===== src/rtl/shift_sched_pkg.sv =====
// Shared types and constants for the shift scheduler.
package shift_sched_pkg;

    localparam int unsigned DATA_W = 32;
    localparam int unsigned AMT_W  = 5;
    localparam int unsigned ID_W   = 3;

    localparam logic [1:0] OP_SRA = 2'b00;
    localparam logic [1:0] OP_SRL = 2'b01;
    localparam logic [1:0] OP_SLL = 2'b10;
    localparam logic [1:0] OP_ROL = 2'b11;

    typedef enum logic [1:0] {
        IDLE   = 2'd0,
        SHIFT  = 2'd1,
        SHIFT2 = 2'd2,
        RESP   = 2'd3
    } state_t;

endpackage


===== src/rtl/shift_scheduler_if.sv =====
// Request/response bundle between issue logic (master) and the scheduler (slave).
interface shift_scheduler_if
    import shift_sched_pkg::*;
#(
    parameter int unsigned N_REQ = 4
);

    logic [N_REQ-1:0]        req_valid;
    logic [N_REQ-1:0]        req_ready;
    logic [DATA_W*N_REQ-1:0] req_data;
    logic [AMT_W*N_REQ-1:0]  req_amt;
    logic [2*N_REQ-1:0]      req_op;
    logic                    resp_valid;
    logic                    resp_ready;
    logic [DATA_W-1:0]       resp_data;
    logic [ID_W-1:0]         resp_id;

    modport master (
        output req_valid, req_data, req_amt, req_op, resp_ready,
        input  req_ready, resp_valid, resp_data, resp_id
    );

    modport slave (
        input  req_valid, req_data, req_amt, req_op, resp_ready,
        output req_ready, resp_valid, resp_data, resp_id
    );

endinterface


===== src/rtl/barrelshifter32.sv =====
// Shared 32-bit barrel shifter: aluc[1:0] 00 SRA, 01 SRL, 1x SLL; aluc[2] bypasses.
module barrelshifter32 (
    input  logic [31:0] a,
    input  logic [5:0]  b,
    input  logic [2:0]  aluc,
    output logic [31:0] c
);

    // Shift selection; amounts of 32 and above flush to fill bits.
    always_comb begin
        case (aluc[1:0])
            2'b00:   c = $signed(a) >>> b;
            2'b01:   c = a >> b;
            default: c = a << b;
        endcase
        if (aluc[2]) begin
            c = a;
        end
    end

endmodule


===== src/rtl/rr_arbiter.sv =====
// Combinational round-robin arbiter: searches upward from last_grant+1 with wrap.
module rr_arbiter
    import shift_sched_pkg::*;
#(
    parameter int unsigned N_REQ = 4
) (
    input  logic [N_REQ-1:0] valid,
    input  logic [ID_W-1:0]  last_grant,
    output logic [N_REQ-1:0] grant,
    output logic [ID_W-1:0]  grant_idx
);

    localparam int unsigned IDX_W = (N_REQ > 1) ? $clog2(N_REQ) : 1;

    int unsigned pos;

    // Walk candidates from lowest to highest priority so the highest-priority hit wins.
    always_comb begin
        grant_idx = '0;
        grant     = '0;
        pos       = 0;
        for (int k = int'(N_REQ); k >= 1; k--) begin
            pos = 32'(last_grant) + 32'(k);
            if (pos >= N_REQ) begin
                pos = pos - N_REQ;
            end
            if (valid[IDX_W'(pos)]) begin
                grant_idx = ID_W'(pos);
            end
        end
        for (int i = 0; i < int'(N_REQ); i++) begin
            grant[i] = (|valid) && (grant_idx == ID_W'(i));
        end
    end

endmodule


===== src/rtl/shift_scheduler.sv =====
// Round-robin front end sequencing the single shared barrel shifter.
// Build option: SHIFT_SCHED_ROTATE_EN makes op 11 a two-pass rotate-left;
// without it op 11 is a plain SLL.
module shift_scheduler
    import shift_sched_pkg::*;
#(
    parameter int unsigned N_REQ = 4
) (
    input logic               clk,
    input logic               rst,
    shift_scheduler_if.slave  bus
);

    state_t              state;
    logic [ID_W-1:0]     last_grant;
    logic [N_REQ-1:0]    grant;
    logic [ID_W-1:0]     grant_idx;
    logic                accept;

    logic [DATA_W-1:0]   sel_data;
    logic [AMT_W-1:0]    sel_amt;
    logic [1:0]          sel_op;

    logic [DATA_W-1:0]   op_data;
    logic [AMT_W-1:0]    op_amt;
    logic [1:0]          op_op;
    logic [ID_W-1:0]     op_id;

    logic [AMT_W-1:0]    sh_amt;
    logic [1:0]          sh_op;
    logic [DATA_W-1:0]   sh_out;

    logic                resp_valid_q;
    logic [DATA_W-1:0]   resp_data_q;
    logic [ID_W-1:0]     resp_id_q;

`ifdef SHIFT_SCHED_ROTATE_EN
    logic [DATA_W-1:0]   rot_tmp;
`endif

    rr_arbiter #(.N_REQ(N_REQ)) u_arb (
        .valid      (bus.req_valid),
        .last_grant (last_grant),
        .grant      (grant),
        .grant_idx  (grant_idx)
    );

    // Only the granted requester sees ready, and only while idle and out of reset.
    always_comb begin
        bus.req_ready = (!rst && state == IDLE) ? grant : '0;
        accept        = |(bus.req_valid & bus.req_ready);
    end

    // Pick the granted requester's payload.
    always_comb begin
        sel_data = '0;
        sel_amt  = '0;
        sel_op   = '0;
        for (int i = 0; i < int'(N_REQ); i++) begin
            if (grant[i]) begin
                sel_data = sel_data | bus.req_data[i*DATA_W +: DATA_W];
                sel_amt  = sel_amt  | bus.req_amt[i*AMT_W +: AMT_W];
                sel_op   = sel_op   | bus.req_op[i*2 +: 2];
            end
        end
    end

    // Shifter controls derive from the operand registers only.
    always_comb begin
        sh_amt = op_amt;
        sh_op  = op_op;
`ifdef SHIFT_SCHED_ROTATE_EN
        if (state == SHIFT2) begin
            sh_amt = AMT_W'(DATA_W - 32'(op_amt));
            sh_op  = OP_SRL;
        end
`endif
    end

    barrelshifter32 u_shifter (
        .a    (op_data),
        .b    ({1'b0, sh_amt}),
        .aluc ({1'b0, sh_op}),
        .c    (sh_out)
    );

    // Scheduler FSM with registered response outputs.
    always_ff @(posedge clk) begin
        if (rst) begin
            state        <= IDLE;
            last_grant   <= ID_W'(N_REQ - 1);
            op_data      <= '0;
            op_amt       <= '0;
            op_op        <= '0;
            op_id        <= '0;
            resp_valid_q <= 1'b0;
            resp_data_q  <= '0;
            resp_id_q    <= '0;
`ifdef SHIFT_SCHED_ROTATE_EN
            rot_tmp      <= '0;
`endif
        end else begin
            case (state)
                IDLE: begin
                    if (accept) begin
                        op_data    <= sel_data;
                        op_amt     <= sel_amt;
                        op_op      <= sel_op;
                        op_id      <= grant_idx;
                        last_grant <= grant_idx;
                        state      <= SHIFT;
                    end
                end
                SHIFT: begin
`ifdef SHIFT_SCHED_ROTATE_EN
                    if (op_op == OP_ROL && op_amt != '0) begin
                        rot_tmp <= sh_out;
                        state   <= SHIFT2;
                    end else begin
                        resp_data_q  <= sh_out;
                        resp_id_q    <= op_id;
                        resp_valid_q <= 1'b1;
                        state        <= RESP;
                    end
`else
                    resp_data_q  <= sh_out;
                    resp_id_q    <= op_id;
                    resp_valid_q <= 1'b1;
                    state        <= RESP;
`endif
                end
`ifdef SHIFT_SCHED_ROTATE_EN
                SHIFT2: begin
                    resp_data_q  <= sh_out | rot_tmp;
                    resp_id_q    <= op_id;
                    resp_valid_q <= 1'b1;
                    state        <= RESP;
                end
`endif
                RESP: begin
                    if (bus.resp_ready) begin
                        resp_valid_q <= 1'b0;
                        state        <= IDLE;
                    end
                end
                default: state <= IDLE;
            endcase
        end
    end

    assign bus.resp_valid = resp_valid_q;
    assign bus.resp_data  = resp_data_q;
    assign bus.resp_id    = resp_id_q;

endmodule


===== src/flat_wrapper.sv =====
// flat-port wrapper written by rule: the top's interface ports become plain ports
module shift_scheduler_flat import shift_sched_pkg::*;
#(
    parameter int unsigned N_REQ = 4
)
  (clk, rst, bus_req_valid, bus_req_data, bus_req_amt, bus_req_op, bus_resp_ready, bus_req_ready, bus_resp_valid, bus_resp_data, bus_resp_id);
  shift_scheduler_if #(.N_REQ(N_REQ)) bus_i ();
  input logic clk;
  input logic rst;
  input wire logic [$bits(bus_i.req_valid)-1:0] bus_req_valid;
  input wire logic [$bits(bus_i.req_data)-1:0] bus_req_data;
  input wire logic [$bits(bus_i.req_amt)-1:0] bus_req_amt;
  input wire logic [$bits(bus_i.req_op)-1:0] bus_req_op;
  input wire logic [$bits(bus_i.resp_ready)-1:0] bus_resp_ready;
  output wire logic [$bits(bus_i.req_ready)-1:0] bus_req_ready;
  output wire logic [$bits(bus_i.resp_valid)-1:0] bus_resp_valid;
  output wire logic [$bits(bus_i.resp_data)-1:0] bus_resp_data;
  output wire logic [$bits(bus_i.resp_id)-1:0] bus_resp_id;
  assign bus_i.req_valid = bus_req_valid;
  assign bus_i.req_data = bus_req_data;
  assign bus_i.req_amt = bus_req_amt;
  assign bus_i.req_op = bus_req_op;
  assign bus_i.resp_ready = bus_resp_ready;
  assign bus_req_ready = bus_i.req_ready;
  assign bus_resp_valid = bus_i.resp_valid;
  assign bus_resp_data = bus_i.resp_data;
  assign bus_resp_id = bus_i.resp_id;
  shift_scheduler #(.N_REQ(N_REQ)) u_core (.clk(clk), .rst(rst), .bus(bus_i));
endmodule

===== config.mk =====
export PLATFORM = sky130hd
export DESIGN_NAME = shift_scheduler_flat
export DESIGN_NICKNAME = d
export VERILOG_FILES = /design/src/rtl/shift_sched_pkg.sv /design/src/rtl/shift_scheduler_if.sv /design/src/rtl/barrelshifter32.sv /design/src/rtl/rr_arbiter.sv /design/src/rtl/shift_scheduler.sv /design/src/flat_wrapper.sv
export SDC_FILE = /design/constraint.sdc
export NUM_CORES = 1
export LEC_CHECK = 0
export CORE_UTILIZATION = 45
export DETAILED_ROUTE_END_ITERATION = 10
export PLACE_DENSITY_LB_ADDON = 0.15
export SETUP_SLACK_MARGIN = 0.5
export SLEW_MARGIN = 10
export SYNTH_ARGS = -nofsm -noshare
export SYNTH_HDL_FRONTEND = slang
export SYNTH_SLANG_ARGS = --single-unit
export TNS_END_PERCENT = 30

===== constraint.sdc =====
create_clock -name clk -period 2.75 [get_ports clk]
set_input_delay 0.275 -clock clk [delete_from_list [all_inputs] [get_ports clk]]
set_output_delay 0.275 -clock clk [all_outputs]
set_load 0.02 [all_outputs]

Yosys cells after proc, flatten, opt, wreduce, memory -nomap -nowiden
Index checks and enable logic that the tools add are counted.
{ "classes": {"add_sub_neg": 8, "order_cmp": 8, "reduce_logical": 15, "eq_ne": 8, "n_mux": 35, "bitwise": 10, "n_shift": 3} }
{ "op_table": {"columns": ["op", "n"], "rows": [
  ["$mux W32", 4],
  ["$or A32 B32 Y32", 3],
  ["$pmux W32 S2", 1],
  ["$shl A32 B5 Y32", 1],
  ["$shr A32 B5 Y32", 1],
  ["$sshr A32 B5 Y32", 1],
  ["$mux W3", 8],
  ["$mux W5", 4],
  ["$ge A4 B3 Y1 const B", 4],
  ["$or A5 B5 Y5", 3],
  ["$lt A2 B3 Y1 const B", 4],
  ["$mux W2", 6],
  ["$sub A3 B3 Y3 const B", 4],
  ["$add A3 B2 Y4 const B", 2],
  ["$bmux W1 S2", 4],
  ["$reduce_or A4 Y1", 2],
  ["$eq A3 B2 Y1 const B", 2],
  ["$or A2 B2 Y2", 3],
  ["$pmux W2 S3", 1],
  ["$reduce_and A2 Y1", 3],
  ["$logic_and A1 B1 Y1", 5],
  ["$mux W1", 5],
  ["$add A3 B1 Y4 const B", 1],
  ["$add A3 B3 Y4 const B", 1],
  ["12 further kinds", 14]
]} }
{ "totals": {"word_cells": 96, "register_bits": 83} }

Logic depth before layout (Yosys ltp)
Gate-level depths: netlist (run 1).
{ "logic_depth": {"word_depth": 18, "depth_mapped": 12} }

Hierarchy
From an unflattened synthesis (run 1), not the netlist that was laid out.
{ "hier_totals": {"hier_cells": 1137, "hier_area_um2": 8909.8} }
{ "by_module_without_submodules": {"columns": ["module", "n_inst", "area_each_um2", "seq_area_each_um2", "cells_per_inst"], "rows": [
  ["barrelshifter32", 1, 4722.0, 0.0, 683],
  ["shift_scheduler", 1, 3839.9, 1641.6, 415],
  ["rr_arbiter", 1, 347.8, 0.0, 39]
]} }

Worst setup path after synthesis (run 1)
Ideal clock, no wire load.
{ "synth_path": {"path_kind": "register to output", "start": "register u_core.last_grant[0]", "end": "output port bus_req_ready[0]", "arrival_time_ns": 2.960, "path_slack_ns": -0.485, "n_path_buf": 2, "path_stages_with_launch": 10, "cell_sequence": "dfxtp_1 -> clkinv_1 -> ha_1 -> buf_2 -> mux2i_1 -> nor2_1 -> o311a_1 -> or2_2 -> buf_2 -> nor4_1"} }
{ "synth_between": {"elab_chain_cells": 12, "word_cells_on_any_way": 31, "cone_classes": "8 x add/sub; 4 x order compare; 17 x mux; 2 x reduce/logical"} }
{ "synth_lines": {"columns": ["element", "line", "rtl"], "rows": [
  ["start: declaration", "shift_scheduler.sv:15", "logic [ID_W-1:0] last_grant;"],
  ["start signal: assignment", "shift_scheduler.sv:91", "last_grant <= ID_W'(N_REQ - 1);"],
  ["start signal: assignment", "shift_scheduler.sv:110", "last_grant <= grant_idx;"],
  ["$add A3 B3 Y4", "rr_arbiter.sv:23", "pos = 32'(last_grant) + 32'(k);"],
  ["$ge A4 B3 Y1 or $sub A3 B3 Y3 (tied branches)", "rr_arbiter.sv:24, rr_arbiter.sv:25", null],
  ["$mux W3", "rr_arbiter.sv:24", "if (pos >= N_REQ) begin"],
  ["$bmux W1 S2", "rr_arbiter.sv:27", "if (valid[IDX_W'(pos)]) begin"],
  ["$mux W1 (implied by the code)", "rr_arbiter.sv:27", null],
  ["$mux W3 (3 in series)", "rr_arbiter.sv:27", null],
  ["$mux W3 *", "rr_arbiter.sv:27", null],
  ["$logic_not A3 Y1 *", "rr_arbiter.sv:32", "grant[i] = (|valid) && (grant_idx == ID_W'(i));"],
  ["$logic_and A1 B1 Y1 *", "rr_arbiter.sv:32", null],
  ["$mux W4 *", "shift_scheduler.sv:50", "bus.req_ready = (!rst && state == IDLE) ? grant : '0;"],
  ["end: declaration", "flat_wrapper.sv:15", "output wire logic [$bits(bus_i.req_ready)-1:0] bus_req_ready;"]
]} }
Every way passes the cells marked *; elsewhere a longest branch is shown, timed or not. The select of a mux whose other input is x is not followed.

Worst setup path after layout (run 1)
Ends and elaborated chain as after synthesis.

==> results of run 1 <==
## critical path: cells and delay by family (launching register included)
| family | cells | cell delay [ns] |
|---|---|---|
| buffers and inverters | 4 | 0.57 |
| flip-flops | 1 | 0.36 |
| multiplexers | 1 | 0.35 |
| AO/OA/AOI/OAI | 1 | 0.32 |
| adder cells (fa/ha/maj) | 1 | 0.31 |
| AND/OR/NAND/NOR | 2 | 0.23 |
## synthesized netlist by cell type, types with 10 or more instances
| cell type | instances |
|---|---|
| a211oi_1 | 42 |
| a211oi_2 | 11 |
| a21oi_1 | 89 |
| a22oi_1 | 11 |
| a31oi_1 | 15 |
| buf_1 | 12 |
| buf_2 | 36 |
| clkbuf_1 | 64 |
| dfxtp_1 | 82 |
| inv_1 | 10 |
| mux2_2 | 32 |
| mux2i_1 | 139 |
| mux4_2 | 55 |
| nand2_1 | 72 |
| nand2b_1 | 10 |
| nor2_1 | 69 |
| nor3_1 | 13 |
| o21ai_0 | 64 |
| o22a_1 | 39 |
## kinds of logic after synthesis
kind of cell,share of synthesized area (%)
AO/OA/AOI/OAI,27.53
multiplexers,35.07
AND/OR/NAND/NOR,11.29
buffers and inverters,6.560
flip-flops,19.25
adder cells (fa/ha/maj),0.2935
## final timing paths
check,from,to,slack (ns),cells after the start
max reg2reg,u_core.last_grant[1],u_core.op_data[28],0.03,10
min reg2reg,u_core.bus.resp_id[1],u_core.bus.resp_id[1],0.45,2
max,u_core.last_grant[0],bus_req_ready[0],-0.01,9
min,u_core.bus.resp_id[1],u_core.bus.resp_id[1],0.45,2
## stage by stage
| stage | hold slack, ns | worst slack (ns) | TNS, ns | util [%] | power (W) |
|---|---|---|---|---|---|
| after global placement | 0.4441 | -0.2603 | -6.074 | 61.62 | 0.007120 |
| final | 0.4549 | -0.01466 | -0.01466 | 69.33 | 0.009394 |
| after CTS | 0.4613 | -0.006899 | -0.008549 | 66.61 | 0.008804 |
| after global routing | 0.4848 | -0.08543 | -0.5296 | 69.33 | 0.009837 |
| after detailed placement | 0.4523 | -0.3630 | -8.796 | 61.62 | 0.007152 |
| after floorplan | 0.3817 | 0.1554 | 0 | - | 0.005282 |
## cell type report
type	instances	area (um^2)
fillers	1460	5603
repair buffers	308	3010
clock inverters	7	57.56
clock buffers	9	225.2
inverters	14	60.06
flip-flops and latches	82	1659
well taps	229	286.5
multi-input cells	783	7368
## what timing repair did
| action | 4_1_cts | 5_1_grt |
|---|---|---|
| gates resized for setup | 154 | 96 |
| gates cloned | 0 | 2 |
| pin swaps | 104 | 107 |
| buffers inserted | 10 | 1 |
| endpoints found under the setup margin | 80 | 81 |
## sequential cells by signal (all words and copies together) (netlist names)
name                   count
u_core.bus.resp_data      32
u_core.op_data            32
u_core.op_amt              5
u_core.bus.resp_id         3
u_core.last_grant          3
u_core.op_id               2
u_core.op_op               2
u_core.state               2
u_core.bus.resp_valid      1
## report_power, final
group | switching [W] | internal [W]
combinational | 0.00329 | 0.00301
sequential | 0.000503 | 0.00143
clock | 0.000535 | 0.000625
## per-layer routing
layer | GRT usage, % | vias up | share of wire (%)
met5 | 0 | - | 0
li1 | - | 4249 | -
met4 | 8.791 | 0 | 2.4
met2 | 54.99 | 600 | 48
met3 | 7.605 | 89 | 9.7
met1 | 44.78 | 4592 | 40
==> summary.txt, run 1 <==
Yosys
  – Yosys top cell area share: 19.25%
  – Unique cell type count in the Yosys netlist: 67
  – Synth warnings: 0
  – EDFF count, synth: 0
  – Ys flop type: dfxtp_1
  – Synth area leader: dfxtp_1
  – Synth Area per Inst: 8.577 um^2
  – Area contributors post-synth: dfxtp_1 (19%), mux2i_1 (16%), mux4_2 (15%), a21oi_1 (5.2%), mux2_2 (4.2%)
  – Post-synthesis sequential area ratio: 19.25%
  – Syn Inst Count: 994
  – Synth Cell Area: 8526 um^2
  – Syn nets: 1159
  – Seq cells post-synth: 82
  – Synth async-reset ratio: 0%

Clock network
  – CTS root buf: clkbuf_16
  – Max clock buf depth: 2
  – Num CTS Buffers: 9
  – Clock sinks: 82
  – H-tree depth: 3
  – # hold bufs at CTS: 0
  – Clk_lat worst skew: 0.35 ns
  – CTS tree: yes
  – Clock transition at path regs: 0.07 ns

Finish
  – Nets: 1363
  – Non-Filler Instances: 1432
  – Commonest non-fill, non-tap cell in the layout: clkdlybuf4s50_1
  – # diodes: 0
  – Syn-to-layout area delta: 48.58%
  – Most frequent cells in the layout: clkdlybuf4s50_1 (197), mux2i_1 (111), buf_4 (83)
  – Share of cells above drive strength 1: 32.59%
  – Final Cell Area: 12670 um^2

Global routing
  – Number of global-route vias before repair: 9007
  – First-pass GRT wire length: 51.52 mm
  – Grt ovf: 0
  – Largest net degree at the start of global routing: 56
  – Initial antenna violation count: 0
  – Global Route Usage Sum: 33.66%

Power
  – Cell Pwr Density: 741.6 nW/um^2
  – Peak VDD IR: 370.1 uV
  – Static Leak: 4.544 nW

Worst hold path
  – Hold Path Class: flip-flop to flip-flop

STA
  – Setup-failing EPs final: 1
  – Final Hold Vio Count: 0
  – Actual slew at the worst max-slew pin: 0.8242 ns
  – Clock Skew: 0.005778 ns
  – Tcrit/Tclk final: 100.5%
  – Max-slew violation count: 0
  – Fmax: 361.7 MHz
  – Worst relative slew slack: 44.99%
  – Final WS setup: -0.01466 ns
  – Minimum clock period: 2.765 ns
  – RSZ-0062 raised after global routing: yes

Floorplan
  – Initial Utilization: 46.66%
  – Chip Width: 139.6 um
  – Total die area: 19500 um^2
  – Chip Height: 139.6 um
  – Placeable core region: 18270 um^2
  – I/O pin count: 203
  – Row Count: 49

Setup path
  – Max stage delay cell, worst path: dfxtp_4
  – WP data required: 2.48 ns
  – CP Data Arrival Time: 2.49 ns
  – CP Class: flip-flop to primary output
  – Crit-path max cell delay: 0.36 ns
  – CP Launch Type: flip-flop
  – Crit path max fanout: 5
  – Crit path cell chain: clkinv_4, ha_4, mux4_2, nand2b_4, buf_4, a32oi_2, buf_4, nor4_4, buf_4
  – Most common cell on crit path: buf_4
  – CP endpoint kind: primary output

Placed design
  – Buffers on Ports: 202
  – Placed instance count: 1403
  – Gpl congestion: 0.9628
  – Post-DP Area: 11260 um^2
  – Dpl hpwl: 24.06 mm

Detailed routing
  – Initial detailed-routing violation count: 1151
  – Total number of vias: 9530
  – DRC Markers: 0
  – Vias per cell: 6.655
  – Drt total wl: 33.47 mm
  – Pre-antenna DRT Iters: 6
  – Antenna-violating nets left: 0
  – Wire per inst: 23.37 um

Status
  – Outcome: finished with violations
  – Violated checks: setup timing

Job
  – Max cap viols: 0
No activity file was read; power rests on OpenSTA's default activity.
==> run 2: changes to the inputs <==
- CELL_PAD_IN_SITES_DETAIL_PLACEMENT: unset -> 1
- CELL_PAD_IN_SITES_GLOBAL_PLACEMENT: unset -> 1
- CORE_UTILIZATION: 45 -> 34
==> run 2 against run 1 <==
  * The run now ends clean
  * First-iteration DRC count is 28% lower
  * Utilization is 19 points lower
  * Flip-flop and latch count stayed put
  * Combinational power is 3% lower
  * Worst setup slack better by 0.030 ns
  * Highest routed layer is now met5
==> summary.txt, run 2 (synthesized netlist as in run 1, its figures left out) <==
Floorplan
  – Row Count: 57 (+16%)
  – Chip Width: 160.4 um (+15%)
  – Chip Height: 160.4 um (+15%)
  – Initial Utilization: 34.85% (-12 points)
  – Total die area: 25710 um^2 (+32%)
  – I/O pin count: 203 (unchanged)
  – Placeable core region: 24460 um^2 (+34%)

Global routing
  – Initial antenna violation count: 1 (+1)
  – Number of global-route vias before repair: 9375 (+4.1%)
  – Grt ovf: 0 (unchanged)
  – First-pass GRT wire length: 55.59 mm (+7.9%)
  – Largest net degree at the start of global routing: 56 (unchanged)
  – Global Route Usage Sum: 27.91% (-5.8 points)

Clock network
  – Clock sinks: 82 (unchanged)
  – CTS root buf: clkbuf_16
  – # hold bufs at CTS: 0 (unchanged)
  – Clock transition at path regs: 0.07 ns (about the same)
  – CTS tree: yes
  – Clk_lat worst skew: 0.36 ns (about the same)
  – Max clock buf depth: 2 (unchanged)
  – Num CTS Buffers: 9 (unchanged)
  – H-tree depth: 3 (unchanged)

Power
  – Cell Pwr Density: 741.7 nW/um^2 (about the same)
  – Total chip power: 0.009126 W (-2.9%)
  – Static Leak: 4.498 nW (-1.0%)
  – Peak VDD IR: 374.3 uV (+1.1%)

Finish
  – Commonest non-fill, non-tap cell in the layout: clkdlybuf4s50_1
  – Most frequent cells in the layout: clkdlybuf4s50_1 (197), mux2i_1 (130), a21oi_1 (85)
  – Post-layout util: 50.29% (-19 points)
  – Nets: 1366 (+0.22%)
  – Sequential Area: 1659 um^2 (unchanged)
  – Share of cells above drive strength 1: 26.12% (-6.5 points)
  – Fillers: 2809 (+92%)
  – Syn-to-layout area delta: 44.31%
  – Final Cell Area: 12300 um^2 (-2.9%)
  – Multi-input combinational cell area: 6807 um^2 (-7.6%)
  – # diodes: 0 (unchanged)

STA
  – RSZ-0062 raised after global routing: yes
  – Setup-failing EPs final: 0 (-1)
  – Clock Skew: 0.01022 ns (+0.004440 ns)
  – Max-slew violation count: 0 (unchanged)
  – Fmax: 365.7 MHz (+1.1%)
  – Minimum clock period: 2.734 ns (-0.03021 ns)
  – Worst relative slew slack: 35.61% (-9.4 points)
  – Fin Hold WS: 0.4572 ns (+0.002299 ns)
  – Actual slew at the worst max-slew pin: 0.9622 ns (+0.1380 ns)
  – Tcrit/Tclk final: 99.43% (-1.1 points)
  – Final WS setup: 0.01555 ns (+0.03021 ns)
  – Final Hold Vio Count: 0 (unchanged)

Setup path
  – CP Class: flip-flop to flip-flop
  – Most common cell on crit path: buf_4
  – Crit path cell chain: buf_4, mux4_2, o211ai_1, a221oi_4, buf_4, or3_4, buf_12, o22a_1, a211oi_2
  – WP data required: 3.01 ns (+0.53 ns)
  – Max stage delay cell, worst path: mux4_2
  – CP Launch Point: u_core.last_grant[0]
  – CP Launch Type: flip-flop
  – CP endpoint kind: flip-flop
  – Crit path max fanout: 21 (+16)
  – Delay-heaviest family, CP: compound AO/OA/AOI/OAI gates
  – Crit-path max cell delay: 0.54 ns (+0.18 ns)
  – Worst R2R Start: u_core.last_grant[0]
  – WP buf/inv: 3 (-1)
  – CP Data Arrival Time: 3.00 ns (+0.51 ns)

Placed design
  – Post-DP Area: 11370 um^2 (+0.99%)
  – Setup WS pre-CTS: -0.3223 ns (+0.04068 ns)
  – Gpl congestion: 0.9314 (-3.3%)
  – Dpl hpwl: 27.00 mm (+12%)
  – Buffers on Ports: 202 (unchanged)

Detailed routing
  – Antenna-violating nets left: 0 (unchanged)
  – Total number of vias: 9444 (-0.90%)
  – Vias per cell: 6.173 (-7.2%)
  – DRC Markers: 0 (unchanged)
  – Wire per inst: 24.12 um (+3.2%)
  – Initial detailed-routing violation count: 832 (-28%)
  – Drt total wl: 36.90 mm (+10%)
  – Pre-antenna DRT Iters: 5 (-1)

Worst hold path
  – Worst hold path startpoint: u_core.bus.resp_id[0]
  – Hold Path Class: flip-flop to flip-flop

Job
  – Max cap viols: 0 (unchanged)

Status
  – Outcome: finished clean
[run 2: cell count changes in the layout (fill, tap and decap cells not counted), moves of 8 or more]
| cell | change |
|---|---|
| mux2_4 | -14 |
| a21oi_1 | +14 |
| o21ai_0 | +12 |
| a211oi_1 | +13 |
| o21ai_2 | -8 |
| a21oi_2 | -14 |
| mux2i_4 | -14 |
| mux2i_1 | +19 |
| a211oi_2 | -11 |
| mux2_2 | +14 |
[run 2: metal layers]
metal  part of all wire [%]  GRT usage (%)  routed length [um]  up-vias
met5                  0.033              0                  12        -
met4                    2.6          9.177                 943        2
met3                    7.1          5.217                2619       59
met2                     49          46.23               17920      438
met1                     42          36.48               15410     4685
li1                       -              -                   -     4260
[run 2: worst paths after layout]
check | to | slack (ns) | cells past startpoint
max | u_core.op_amt[1] | 0.02 | 9
min | u_core.bus.resp_id[0] | 0.46 | 2
max reg2reg | u_core.op_amt[1] | 0.02 | 9
min reg2reg | u_core.bus.resp_id[0] | 0.46 | 2
[run 2: cell type report]
cell class / instances / area share (%)
clock buffer: 9 / 1.831
inverter: 14 / 0.4882
timing repair buffer: 312 / 25.15
sequential: 82 / 13.49
tap: 324 / 3.295
clock inverter: 7 / 0.4271
multi-input combinational: 782 / 55.32
[run 2: metrics by stage]
stage	setup TNS, ns	std cells
after floorplan	0	994
after global placement	-5.084	1492
after detailed placement	-9.497	1492
after CTS	-0.03221	1514
after global routing	-0.9398	1530
final	0	1530
[run 2: worst reg2reg max path: stages, from the launching register on]
cell and delay, ns:
dfxtp_4 0.36, buf_4 0.16, mux4_2 0.54, o211ai_1 0.18
a221oi_4 0.13, buf_4 0.15, or3_4 0.44, buf_12 0.18
o22a_1 0.25, a211oi_2 0.23
[run 2: repair_timing]
action                                  4_1_cts  5_1_grt
resized for setup                            39       78
pin swaps                                    40       24
cloned                                        0        1
endpoints found under the setup margin       80       81
buffers inserted                              6       15
[run 2: where the power goes]
part / total [W] / leakage, nW / internal (W) / switching [W]
Combinational: 0.00611 / 3.68 / 0.00286 / 0.00325
Clock: 0.00116 / 0.136 / 0.000618 / 0.000547
Sequential: 0.00185 / 0.677 / 0.00143 / 0.000414
Total: 0.00913 / 4.50 / 0.00491 / 0.00421
